### config.mk
export PLATFORM = sky130hd
export DESIGN_NAME = mul_pipe_hs
export DESIGN_NICKNAME = d
export VERILOG_FILES = /design/src/rtl/mul_pipe_pkg.sv /design/src/rtl/mul_pipe_stage.sv /design/src/rtl/mul_pipe_hs.sv
export SDC_FILE = /design/constraint.sdc
export NUM_CORES = 1
export LEC_CHECK = 0
export CAP_MARGIN = 5
export CORE_UTILIZATION = 50
export CTS_BUF_LIST = sky130_fd_sc_hd__clkbuf_4
export DETAILED_ROUTE_END_ITERATION = 16
export PLACE_DENSITY = 0.77
export SYNTH_ARGS = -nofsm -noshare
export SYNTH_HDL_FRONTEND = slang
export SYNTH_SLANG_ARGS = --single-unit
### constraint.sdc
create_clock -name clk -period 11.7 [get_ports clk]
set_input_delay 1.17 -clock clk [delete_from_list [all_inputs] [get_ports clk]]
set_output_delay 1.17 -clock clk [all_outputs]
set_load 0.05 [all_outputs]
### src/rtl/mul_pipe_pkg.sv
// Shared constants, stage record and the extended multiply used by the
// mul_pipe_hs pipelined multiplier.
package mul_pipe_pkg;

  localparam int DEF_A_W    = 16;
  localparam int DEF_B_W    = 16;
  localparam int DEF_STAGES = 3;
  localparam int DEF_P_W    = DEF_A_W + DEF_B_W;

  // Widest operand the shared multiply handles; A_W and B_W must not exceed it.
  localparam int MUL_MAX_W  = 32;

  typedef struct packed {
    logic               vld;
    logic [DEF_P_W-1:0] prod;
  } mul_stage_t;

  // Operands arrive left-aligned in MUL_MAX_W bits, so one signed/unsigned
  // extension serves any width; the product's top A_W+B_W bits are exact.
  function automatic logic [2*MUL_MAX_W-1:0] ext_mul(
    input logic [MUL_MAX_W-1:0] a,
    input logic [MUL_MAX_W-1:0] b,
    input logic                 sgn
  );
    logic [2*MUL_MAX_W-1:0] a_x;
    logic [2*MUL_MAX_W-1:0] b_x;
    a_x = {{MUL_MAX_W{sgn & a[MUL_MAX_W-1]}}, a};
    b_x = {{MUL_MAX_W{sgn & b[MUL_MAX_W-1]}}, b};
    return a_x * b_x;
  endfunction

endpackage

### src/rtl/mul_pipe_stage.sv
// One enable-gated {valid, data} pipeline register with synchronous reset.
module mul_pipe_stage
  import mul_pipe_pkg::*;
#(
  parameter int W = DEF_P_W
) (
  input  logic         clk,
  input  logic         rst,
  input  logic         i_en,
  input  logic         i_vld,
  input  logic [W-1:0] i_data,
  output logic         o_vld,
  output logic [W-1:0] o_data
);

  logic         r_vld;
  logic [W-1:0] r_data;

  always_ff @(posedge clk) begin
    if (rst) begin
      r_vld  <= 1'b0;
      r_data <= '0;
    end else if (i_en) begin
      r_vld  <= i_vld;
      r_data <= i_data;
    end
  end

  assign o_vld  = r_vld;
  assign o_data = r_data;

endmodule

### src/rtl/mul_pipe_hs.sv
// Pipelined signed/unsigned multiplier with valid/ready handshake.
// Latency from accept to out_valid is STAGES+2 cycles; any stall freezes the whole pipe.
module mul_pipe_hs
  import mul_pipe_pkg::*;
#(
  parameter int A_W    = DEF_A_W,
  parameter int B_W    = DEF_B_W,
  parameter int STAGES = DEF_STAGES
) (
  input  logic               clk,
  input  logic               rst,
  input  logic               in_valid,
  output logic               in_ready,
  input  logic [A_W-1:0]     a,
  input  logic [B_W-1:0]     b,
  input  logic               sgn,
  output logic               out_valid,
  input  logic               out_ready,
  output logic [A_W+B_W-1:0] mul
);

  localparam int P_W = A_W + B_W;

  logic                        r_in_vld;
  logic [A_W-1:0]              r_a;
  logic [B_W-1:0]              r_b;
  logic                        r_sgn;
  logic                        r_out_vld;
  logic [P_W-1:0]              r_mul;

  logic                        w_adv;
  logic [2*MUL_MAX_W-1:0]      w_full;
  logic [P_W-1:0]              w_prod;
  logic [STAGES:0]             w_vld;
  logic [STAGES:0][P_W-1:0]    w_data;

  // The only place a stall can originate is a held, unconsumed output.
  assign w_adv    = ~r_out_vld | out_ready;
  assign in_ready = w_adv;

  always_ff @(posedge clk) begin
    if (rst) begin
      r_in_vld <= 1'b0;
      r_a      <= '0;
      r_b      <= '0;
      r_sgn    <= 1'b0;
    end else if (w_adv) begin
      r_in_vld <= in_valid;
      r_a      <= a;
      r_b      <= b;
      r_sgn    <= sgn;
    end
  end

  assign w_full = ext_mul(MUL_MAX_W'(r_a) << (MUL_MAX_W - A_W),
                          MUL_MAX_W'(r_b) << (MUL_MAX_W - B_W),
                          r_sgn);
  assign w_prod = P_W'(w_full >> (2*MUL_MAX_W - P_W));

  assign w_vld[0]  = r_in_vld;
  assign w_data[0] = w_prod;

  genvar gi;
  generate
    for (gi = 0; gi < STAGES; gi++) begin : g_stage
      mul_pipe_stage #(
        .W (P_W)
      ) u_stage (
        .clk    (clk),
        .rst    (rst),
        .i_en   (w_adv),
        .i_vld  (w_vld[gi]),
        .i_data (w_data[gi]),
        .o_vld  (w_vld[gi+1]),
        .o_data (w_data[gi+1])
      );
    end
  endgenerate

  always_ff @(posedge clk) begin
    if (rst) begin
      r_out_vld <= 1'b0;
      r_mul     <= '0;
    end else if (w_adv) begin
      r_out_vld <= w_vld[STAGES];
      r_mul     <= w_data[STAGES];
    end
  end

  assign out_valid = r_out_vld;
  assign mul       = r_mul;

endmodule
======== Word-level counts from Yosys, hierarchy flattened ========
Index checks and enable logic that the tools add are counted.
operators by class
  bitwise logic cells ..................... 4
  multiply operators ...................... 1
operator list
  operator                      count
  multiplier 48 x 48 -> 32 bit  1
  bitwise AND 1 bit             2
  inverter 1 bit                1
  bitwise OR 1 bit              1
word-level totals
  bits in registers ....................... 166

======== Longest topological paths before layout ========
Gate-level depths: netlist (run 1).
  depth in word-level cells ............... 2
  gate-level depth with buffers ........... 28

======== Hierarchy ========
From an unflattened synthesis (run 1), not the netlist that was laid out.
unflattened totals
  cell total of the unflattened synthesis .. 1,971
  area, all modules ....................... 18,723.0 sq um
by module, submodules not included
  module          area an instance (sq um)  cells each  sequential area each (sq um)  instances
  mul_pipe_hs     15,115.7                  1,650       1,341.3                       1
  mul_pipe_stage  1,202.4                   107         660.6                         3

======== Worst setup path before layout (run 1) ========
Ideal clock, no wire load.
  kind .................................... reg-to-reg
  start point ............................. reg r_sgn
  end point ............................... reg g_stage[0].u_stage.r_data[29]
  period minus slack after synthesis ...... 7.322 ns
  arrival ................................. 7.252 ns
  required time ........................... 11.630 ns
  path buffers ............................ 1
  stages on the path, launching flop included .. 26
  setup slack ............................. 4.378 ns
  cells stage by stage .................... dfxtp_1 > and2_1 > clkbuf_1 > nand2_1 > fa_1 > fa_1 > inv_1 > fa_1 > inv_1 > fa_1 > inv_1 > fa_1 > inv_1 > fa_1 > fa_1 > fa_1 > inv_1 > ha_1 > nand3_1 > nor2_1 > a221o_1 > or2_0 > o2111a_1 > o21ai_1 > or3b_1 > a21oi_1
between the ends
  cells in the longest elaborated chain, start to end .. 2
  elaborated cells on any way between the ends .. 3
  classes of those cells .................. mul: 1; bitwise: 2
RTL lines
  item                                  line                                    source
  start: declaration                    mul_pipe_hs.sv:27                       logic r_sgn;
  start signal: assignment              mul_pipe_hs.sv:51                       r_sgn <= sgn;
  bitwise AND 1 bit (on tied branches)  mul_pipe_pkg.sv:27, mul_pipe_pkg.sv:28
  multiplier 48 x 48 -> 32 bit (*)      mul_pipe_pkg.sv:29                      return a_x * b_x;
  end signal: assignment                mul_pipe_stage.sv:25                    r_data <= i_data;
  end: declaration                      mul_pipe_stage.sv:17                    logic [W-1:0] r_data;
Every way passes the cells marked *; elsewhere a longest branch is shown, timed or not.
A chain may end at the register's enable or synchronous reset.

======== Worst setup path in the final report (run 1) ========
Same ends and word-level chain as after synthesis.

==> results of run 1 <==
==> cells in the mapped netlist (3+ instances only) <==
library cell / instances / area [sq um]
xor2_1: 5 / 43.79
nand2_1: 413 / 1550
a211o_1: 3 / 26.28
o211ai_1: 6 / 45.04
a21o_1: 15 / 112.6
or3_1: 8 / 50.05
ha_1: 129 / 1614
nand2b_1: 3 / 18.77
o31ai_1: 3 / 22.52
or2_2: 3 / 18.77
a211oi_1: 8 / 60.06
nand4_1: 4 / 25.02
and3_1: 24 / 150.1
buf_1: 8 / 30.03
nor3_1: 3 / 15.01
inv_1: 318 / 1194
a21oi_1: 182 / 910.9
dfxtp_1: 166 / 3323
and2_1: 171 / 1070
nand3_1: 18 / 90.09
xnor2_1: 52 / 455.4
o21ai_0: 17 / 85.08
fa_1: 333 / 6666
nor2_1: 28 / 105.1
clkbuf_1: 102 / 382.9
o21a_1: 5 / 37.54
==> layout by cell type, fill, tap and decap left out, types with 2 or more instances in the layout <==
cell	netlist	layout
a2111oi_0	2	2
a211o_1	3	3
a211oi_1	8	8
a21boi_1	2	2
a21o_1	15	15
a21oi_1	182	182
a21oi_2	2	2
a31oi_1	2	2
and2_1	171	171
and3_1	24	24
buf_4	0	15
bufinv_16	0	2
clkbuf_4	0	18
clkdlybuf4s50_1	0	69
clkinv_4	0	2
clkinvlp_4	0	3
dfxtp_1	166	166
fa_1	333	333
ha_1	129	129
inv_1	318	318
inv_6	0	2
inv_8	0	4
nand2_1	413	413
nand2b_1	3	3
nand3_1	18	18
nand4_1	4	4
nor2_1	28	28
nor3_1	3	3
o211ai_1	6	6
o21a_1	5	5
o21ai_0	17	17
o21bai_1	2	2
o31ai_1	3	3
or2_2	3	3
or3_1	8	8
or4_1	2	2
xnor2_1	52	52
xor2_1	5	5
==> worst max-delay path, delay by kind of cell (launching register included) <==
| kind | cells | cell delay (ns) |
|---|---|---|
| AO/OA/AOI/OAI | 4 | 0.93 |
| AND/OR/NAND/NOR | 6 | 1.43 |
| buffers and inverters | 5 | 0.46 |
| flip-flops | 1 | 0.88 |
| adder cells (fa/ha/maj) | 9 | 4.76 |
==> flip-flops by register name, summed over array words and instances, names as in the netlist <==
signal,flops
r_a,16
mul,32
out_valid,1
r_in_vld,1
g_stage.u_stage.o_data,96
r_sgn,1
r_b,16
g_stage.u_stage.o_vld,3
==> logic make-up (layout without fill, tap and decap cells) <==
| family | after synthesis | count (layout) |
|---|---|---|
| buf+inv | 431 | 435 |
| fa+ha+maj | 462 | 462 |
| compound gates | 262 | 262 |
| xor+xnor | 57 | 57 |
| flops | 166 | 166 |
| simple gates | 687 | 687 |
==> layer usage <==
layer	vias to the layer above	share of wire, %	GRT usage (%)
li1	6316	-	-
met1	6884	40	30.10
met2	396	51	43.67
met3	122	5.1	2.992
met4	0	3.9	9.671
met5	-	0	0
==> power breakdown <==
group / switching [mW] / total, mW / internal (mW)
logic: 0.519 / 0.909 / 0.390
registers: 0.0644 / 0.706 / 0.642
clock network: 0.226 / 0.362 / 0.136
total: 0.810 / 1.98 / 1.17
==> final cells by class <==
cell class / instances / area [sq um] / area share [%]
flip-flops and latches: 166 / 3323 / 16.89
multi-input cells: 1468 / 13470 / 68.46
repair buffers: 84 / 803.3 / 4.083
inverters: 319 / 1200 / 6.099
clock buffers: 18 / 135.1 / 0.6868
well taps: 461 / 576.8 / 2.932
clock inverters: 14 / 167.7 / 0.8522
==> how the worst max path moves through the flow <==
stage	startpoint	endpoint	slack, ns
floorplan	r_sgn	g_stage[0].u_stage.o_data[29]	4.38
global placement	r_a[15]	g_stage[0].u_stage.o_data[29]	3.45
detailed placement	r_sgn	g_stage[0].u_stage.o_data[29]	3.31
CTS	r_a[15]	g_stage[0].u_stage.o_data[29]	3.24
global route	r_a[15]	g_stage[0].u_stage.o_data[29]	2.80
finish	r_sgn	g_stage[0].u_stage.o_data[29]	3.17
==> stage by stage <==
stage,worst slack (ns),cell area (sq um),utilization (%)
2_1_floorplan,4.378,18420,-
3_3_place_gp,3.452,19370,53.94
3_5_place_dp,3.307,19370,53.94
4_1_cts,3.241,19670,54.78
5_1_grt,2.804,19670,54.78
6_report,3.171,19670,54.78
==> qor.csv, run 1 <==
metric;value;unit
cts_root_buf;clkbuf_4;
skew;0.04892;ns
synth_compound_area_share;8.126;%
drv_cap;0;
hold_buffers;0;
clkTransAtPathRegs;0.15;ns
final_nets;2555;
clk_latency;0.62;ns
path_common_cell;fa_1;
ys.warnings.count;0;
setup_viol;0;
hold-path-cell-count;2;
die_area;37610;sq um
outcome;completed;
ys_seq_elements;166;
yosys.cell_types.count;57;
period_minus_slack;8.529;ns
dp.cells;2498;
slew_violations;0;
hold_viol_final;0;
fp.coreArea;35910;sq um
post_drt_wl_per_cell;16.91;um
grt_pass1_wl;73170;um
cts_tree;built;
vias;13718;
rows;69;
die_x;193.9;um
io_buffers;70;
finalCritPeriodShare;72.90;%
synthSimpleGateAreaFrac;17.29;%
powerDensity;100.5;nW/um^2
leakage;9.286;nW
synth_xor_area_share;2.711;%
postSynthCellCount;2065;
holdWs;0.4444;ns
ant_nets;0;
r2r-end;g_stage[0].u_stage.o_data[29];
synthAdderAreaFrac;44.96;%
wirelength;42780;um
cpMaxStageDelayCell;dfxtp_1;
tightest_slew;0.9674;ns
synth_edf_count;0;
synth_flop_cell;dfxtp_1;
startpoint_type;flop;
drtIter0Drc;812;
tns;0;ns
fillers;3206;
async_flop_share;0;%
grt_max_degree;96;
synth_top_family_by_area;adder cells;
grt-ovfl-total;0;
vdd_ir_drop_max;0.08335;mV
h-tree-depth;4;
dr.pass1.iters;5;
grt_pass1_vias;14807;
critPathRequiredTime;12.23;ns
cts.repair.resized;0;
worstHoldEndpoint;g_stage[2].u_stage.o_data[4];
area_growth;6.828;%
synthesis.area_per_instance;8.918;sq um
r2r_cells;24;
regToRegStartpoint;r_sgn;
stdcell_count;2530;
fmax;117.2;MHz
route.detailed.drc;0;
hpwl;33670;um
antenna_found_initial;0;
io_pins;71;
via_per_inst;5.422;
clockBufferDepth;2;
antenna_cells;0;
gp_congestion;0.9375;
syn-num-nets;2564;
hp-class;reg -> reg;
post-cts-setup-buffers;0;
syn-cell-area;18420;sq um
slowest_delay;0.88;ns
cts_sinks;166;
rsz0062_at_grt;false;
hp-start;g_stage[1].u_stage.o_data[4];
critPathKind;reg -> reg;
max-slew-margin-rel;35.42;%
track_usage;24.46;%
crit_fanout;25;
cp_cell_sequence;and2_1 > nand2_1 > fa_1 > fa_1 > inv_1 > fa_1 > inv_1 > fa_1 > inv_1 > fa_1 > inv_1 > fa_1 > fa_1 > fa_1 > inv_1 > ha_1 > nand3_1 > nor2_1 > a221o_1 > or2_0 > o2111a_1 > o21ai_1 > or3b_1 > a21oi_1;
start_util;51.28;%
power;1.978;mW
yosysSeqAreaShare;18.04;%
crit_arrival;9.06;ns
synth_mux_area_share;0;%
drive_above_1_share;2.755;%
cp-end-kind;flop;
die_h;193.9;um
reg2reg_slack;3.17;ns
numCtsBuffers;17;
Note: power is estimated with default switching activity, not from simulation.
==> inputs of run 2 (changes only) <==
--- a/config.mk
+++ b/config.mk
@@ -9,7 +9,7 @@
 export CORE_UTILIZATION = 50
 export CTS_BUF_LIST = sky130_fd_sc_hd__clkbuf_4
 export DETAILED_ROUTE_END_ITERATION = 16
-export PLACE_DENSITY = 0.77
+export PLACE_DENSITY = 0.8
 export SYNTH_ARGS = -nofsm -noshare
 export SYNTH_HDL_FRONTEND = slang
 export SYNTH_SLANG_ARGS = --single-unit
==> constraint.sdc (replaced) <==
create_clock -name clk -period 7.55 [get_ports clk]
set_input_delay 0.755 -clock clk [delete_from_list [all_inputs] [get_ports clk]]
set_output_delay 0.755 -clock clk [all_outputs]
set_load 0.05 [all_outputs]
==> qor.csv, run 2 (synthesis gave the netlist of run 1 again) <==
metric;value;unit;change
outcome;completed;;
busiest_layer;met2;;
drv_cap;0;;unchanged
cts_tree;built;;
gp_congestion;0.9260;;-1.2%
die_x;193.9;um;unchanged
combinationalPowerShare;47.0;%;+1.0 points
critPathKind;reg -> reg;;
hpwl;35550;um;+5.6%
path_common_cell;fa_1;;
track_usage;25.08;%;+0.62 points
mostFrequentLayoutCells;nand2_1, fa_1, inv_1;;
die_h;193.9;um;unchanged
p_sw;1.290;mW;+59%
wirelength;44280;um;+3.5%
die_area;37610;sq um;unchanged
hold_viol_final;0;;unchanged
grt_pass1_wl;75290;um;+2.9%
start_util;51.28;%;unchanged
critPathRequiredTime;8.06;ns;-4.17 ns
numCtsBuffers;17;;unchanged
crit_buf_inv;6;;+1
powerDensity;154.8;nW/um^2;+54%
io_buffers;70;;unchanged
r2r-end;g_stage[0].u_stage.o_data[29];;
cpMaxStageDelayCell;fa_1;;
via_per_inst;5.415;;-0.14%
tns;0;ns;unchanged
clockPowerShare;17.8;%;-0.5 points
rows;69;;unchanged
grtUsageMet3;3.705;%;+0.71 points
final_core_util;55.81;%;+1.0 points
worstHoldEndpoint;mul[23];;
clockBufferDepth;2;;unchanged
clk_latency;0.62;ns;about the same
crit_cells;25;;+4.2%
layout_commonest_cell;nand2_1;;
hp-start;g_stage[2].u_stage.o_data[23];;
cp-end-kind;flop;;
p_int;1.812;mW;+55%
slew_violations;0;;unchanged
tightest_slew;0.9266;ns;-0.04080 ns
reg2reg_slack;0.22;ns;-2.95 ns
fmax;136.4;MHz;+16%
grt-ovfl-total;0;;unchanged
pwr-share-seq;35.2;%;-0.5 points
io_pins;71;;unchanged
use_met1;29.22;%;-0.88 points
grt_max_degree;90;;-6.3%
largest_register_ffs;96;;unchanged
drtIter0Drc;896;;+10%
dr.pass1.iters;5;;unchanged
vias;13937;;+1.6%
antenna_found_initial;0;;unchanged
post_drt_wl_per_cell;17.20;um;+1.7%
vdd_ir_drop_max;0.1343;mV;+61%
setup_viol;0;;unchanged
hp-class;reg -> reg;;
finalCritPeriodShare;97.09;%;+24 points
max-slew-margin-rel;38.22;%;+2.8 points
hold-path-cell-count;2;;unchanged
h-tree-depth;4;;unchanged
ant_nets;0;;unchanged
period_minus_slack;7.330;ns;-1.199 ns
grt_util_met2;46.21;%;+2.5 points
r2r_cells;25;;+4.2%
final_nets;2598;;+1.7%
slowest_delay;0.55;ns;-0.33 ns
cp_top_family;adder cells;;
cts_root_buf;clkbuf_4;;
route.detailed.drc;0;;unchanged
grt_pass1_vias;15333;;+3.6%
area_growth;8.839;%;
leakage;9.514;nW;+2.5%
fp.coreArea;35910;sq um;unchanged
skew;0.05134;ns;+0.002423 ns
clkTransAtPathRegs;0.19;ns;+0.04 ns
cts_sinks;166;;unchanged
switching_share;41.57;%;+0.63 points
crit_arrival;7.84;ns;-1.22 ns
crit_fanout;22;;-12%
regToRegStartpoint;r_sgn;;
hold_buffers;0;;unchanged
startpoint_type;flop;;
drive_above_1_share;5.919;%;+3.2 points
run 2: cell count changes in the layout (fill, tap and decap cells not counted), sizes merged:
cell,change
inv,+1
diode,+1
bufinv,-1
clkinv,+1
buf,+43
clkbuf,-1
run 2: what timing repair did:
action,in CTS,in global routing
setup buffers,0,2
pin swaps,0,1
gates resized for setup,1,26
setup endpoints to repair,1,3
run 2: metal layers:
metal | wire length [um] | share of wire (%)
met1 | 16790 | 38
met2 | 23230 | 52
met3 | 2493 | 5.6
met4 | 1771 | 4.0
met5 | 0 | 0
run 2: how the worst max path moves through the flow:
stage | endpoint | startpoint | slack [ns]
floorplan | g_stage[0].u_stage.o_data[29] | r_sgn | 0.23
global placement | g_stage[0].u_stage.o_data[31] | r_a[15] | 0.29
detailed placement | g_stage[0].u_stage.o_data[29] | r_a[15] | 0.14
CTS | g_stage[0].u_stage.o_data[29] | r_a[15] | 0.07
global route | g_stage[0].u_stage.o_data[29] | r_a[15] | -0.004
finish | g_stage[0].u_stage.o_data[29] | r_sgn | 0.22
run 2: power groups by stage:
stage / registers (mW) / clock network [mW] / logic (mW)
5_1_grt: 1.11 / 0.597 / 1.66
6_report: 1.09 / 0.552 / 1.46
3_5_place_dp: 1.11 / 0 / 1.44
4_1_cts: 1.09 / 0.561 / 1.46
2_1_floorplan: 1.09 / 0 / 1.04
3_3_place_gp: 1.10 / 0 / 1.39
run 2: per-stage QoR:
stage          std cells  instance area [sq um]  worst slack, ns  total power, mW  hold slack [ns]
2_1_floorplan       2065                  18420           0.2276            2.134           0.4321
3_3_place_gp        2539                  19680           0.2912            2.491           0.4375
3_5_place_dp        2539                  19680           0.1430            2.552           0.4426
4_1_cts             2571                  19970          0.07026            3.106           0.4514
5_1_grt             2573                  20040        -0.004015            3.360           0.4683
6_report            2574                  20040           0.2196            3.102           0.4454
run 2: final cells by class:
cell class | count | area (sq um)
fillers | 3159 | 15870
clock buffers | 17 | 127.6
repair buffers | 127 | 1130
diodes | 1 | 2.502
flip-flops and latches | 166 | 3346
well taps | 461 | 576.8
multi-input cells | 1468 | 13500
clock inverters | 15 | 163.9
inverters | 319 | 1200
run 2: tightest hold or removal path: stages, from the launching register on:
cell and delay, ns:
dfxtp_1 0.34, nand2_1 0.06, a21oi_1 0.05
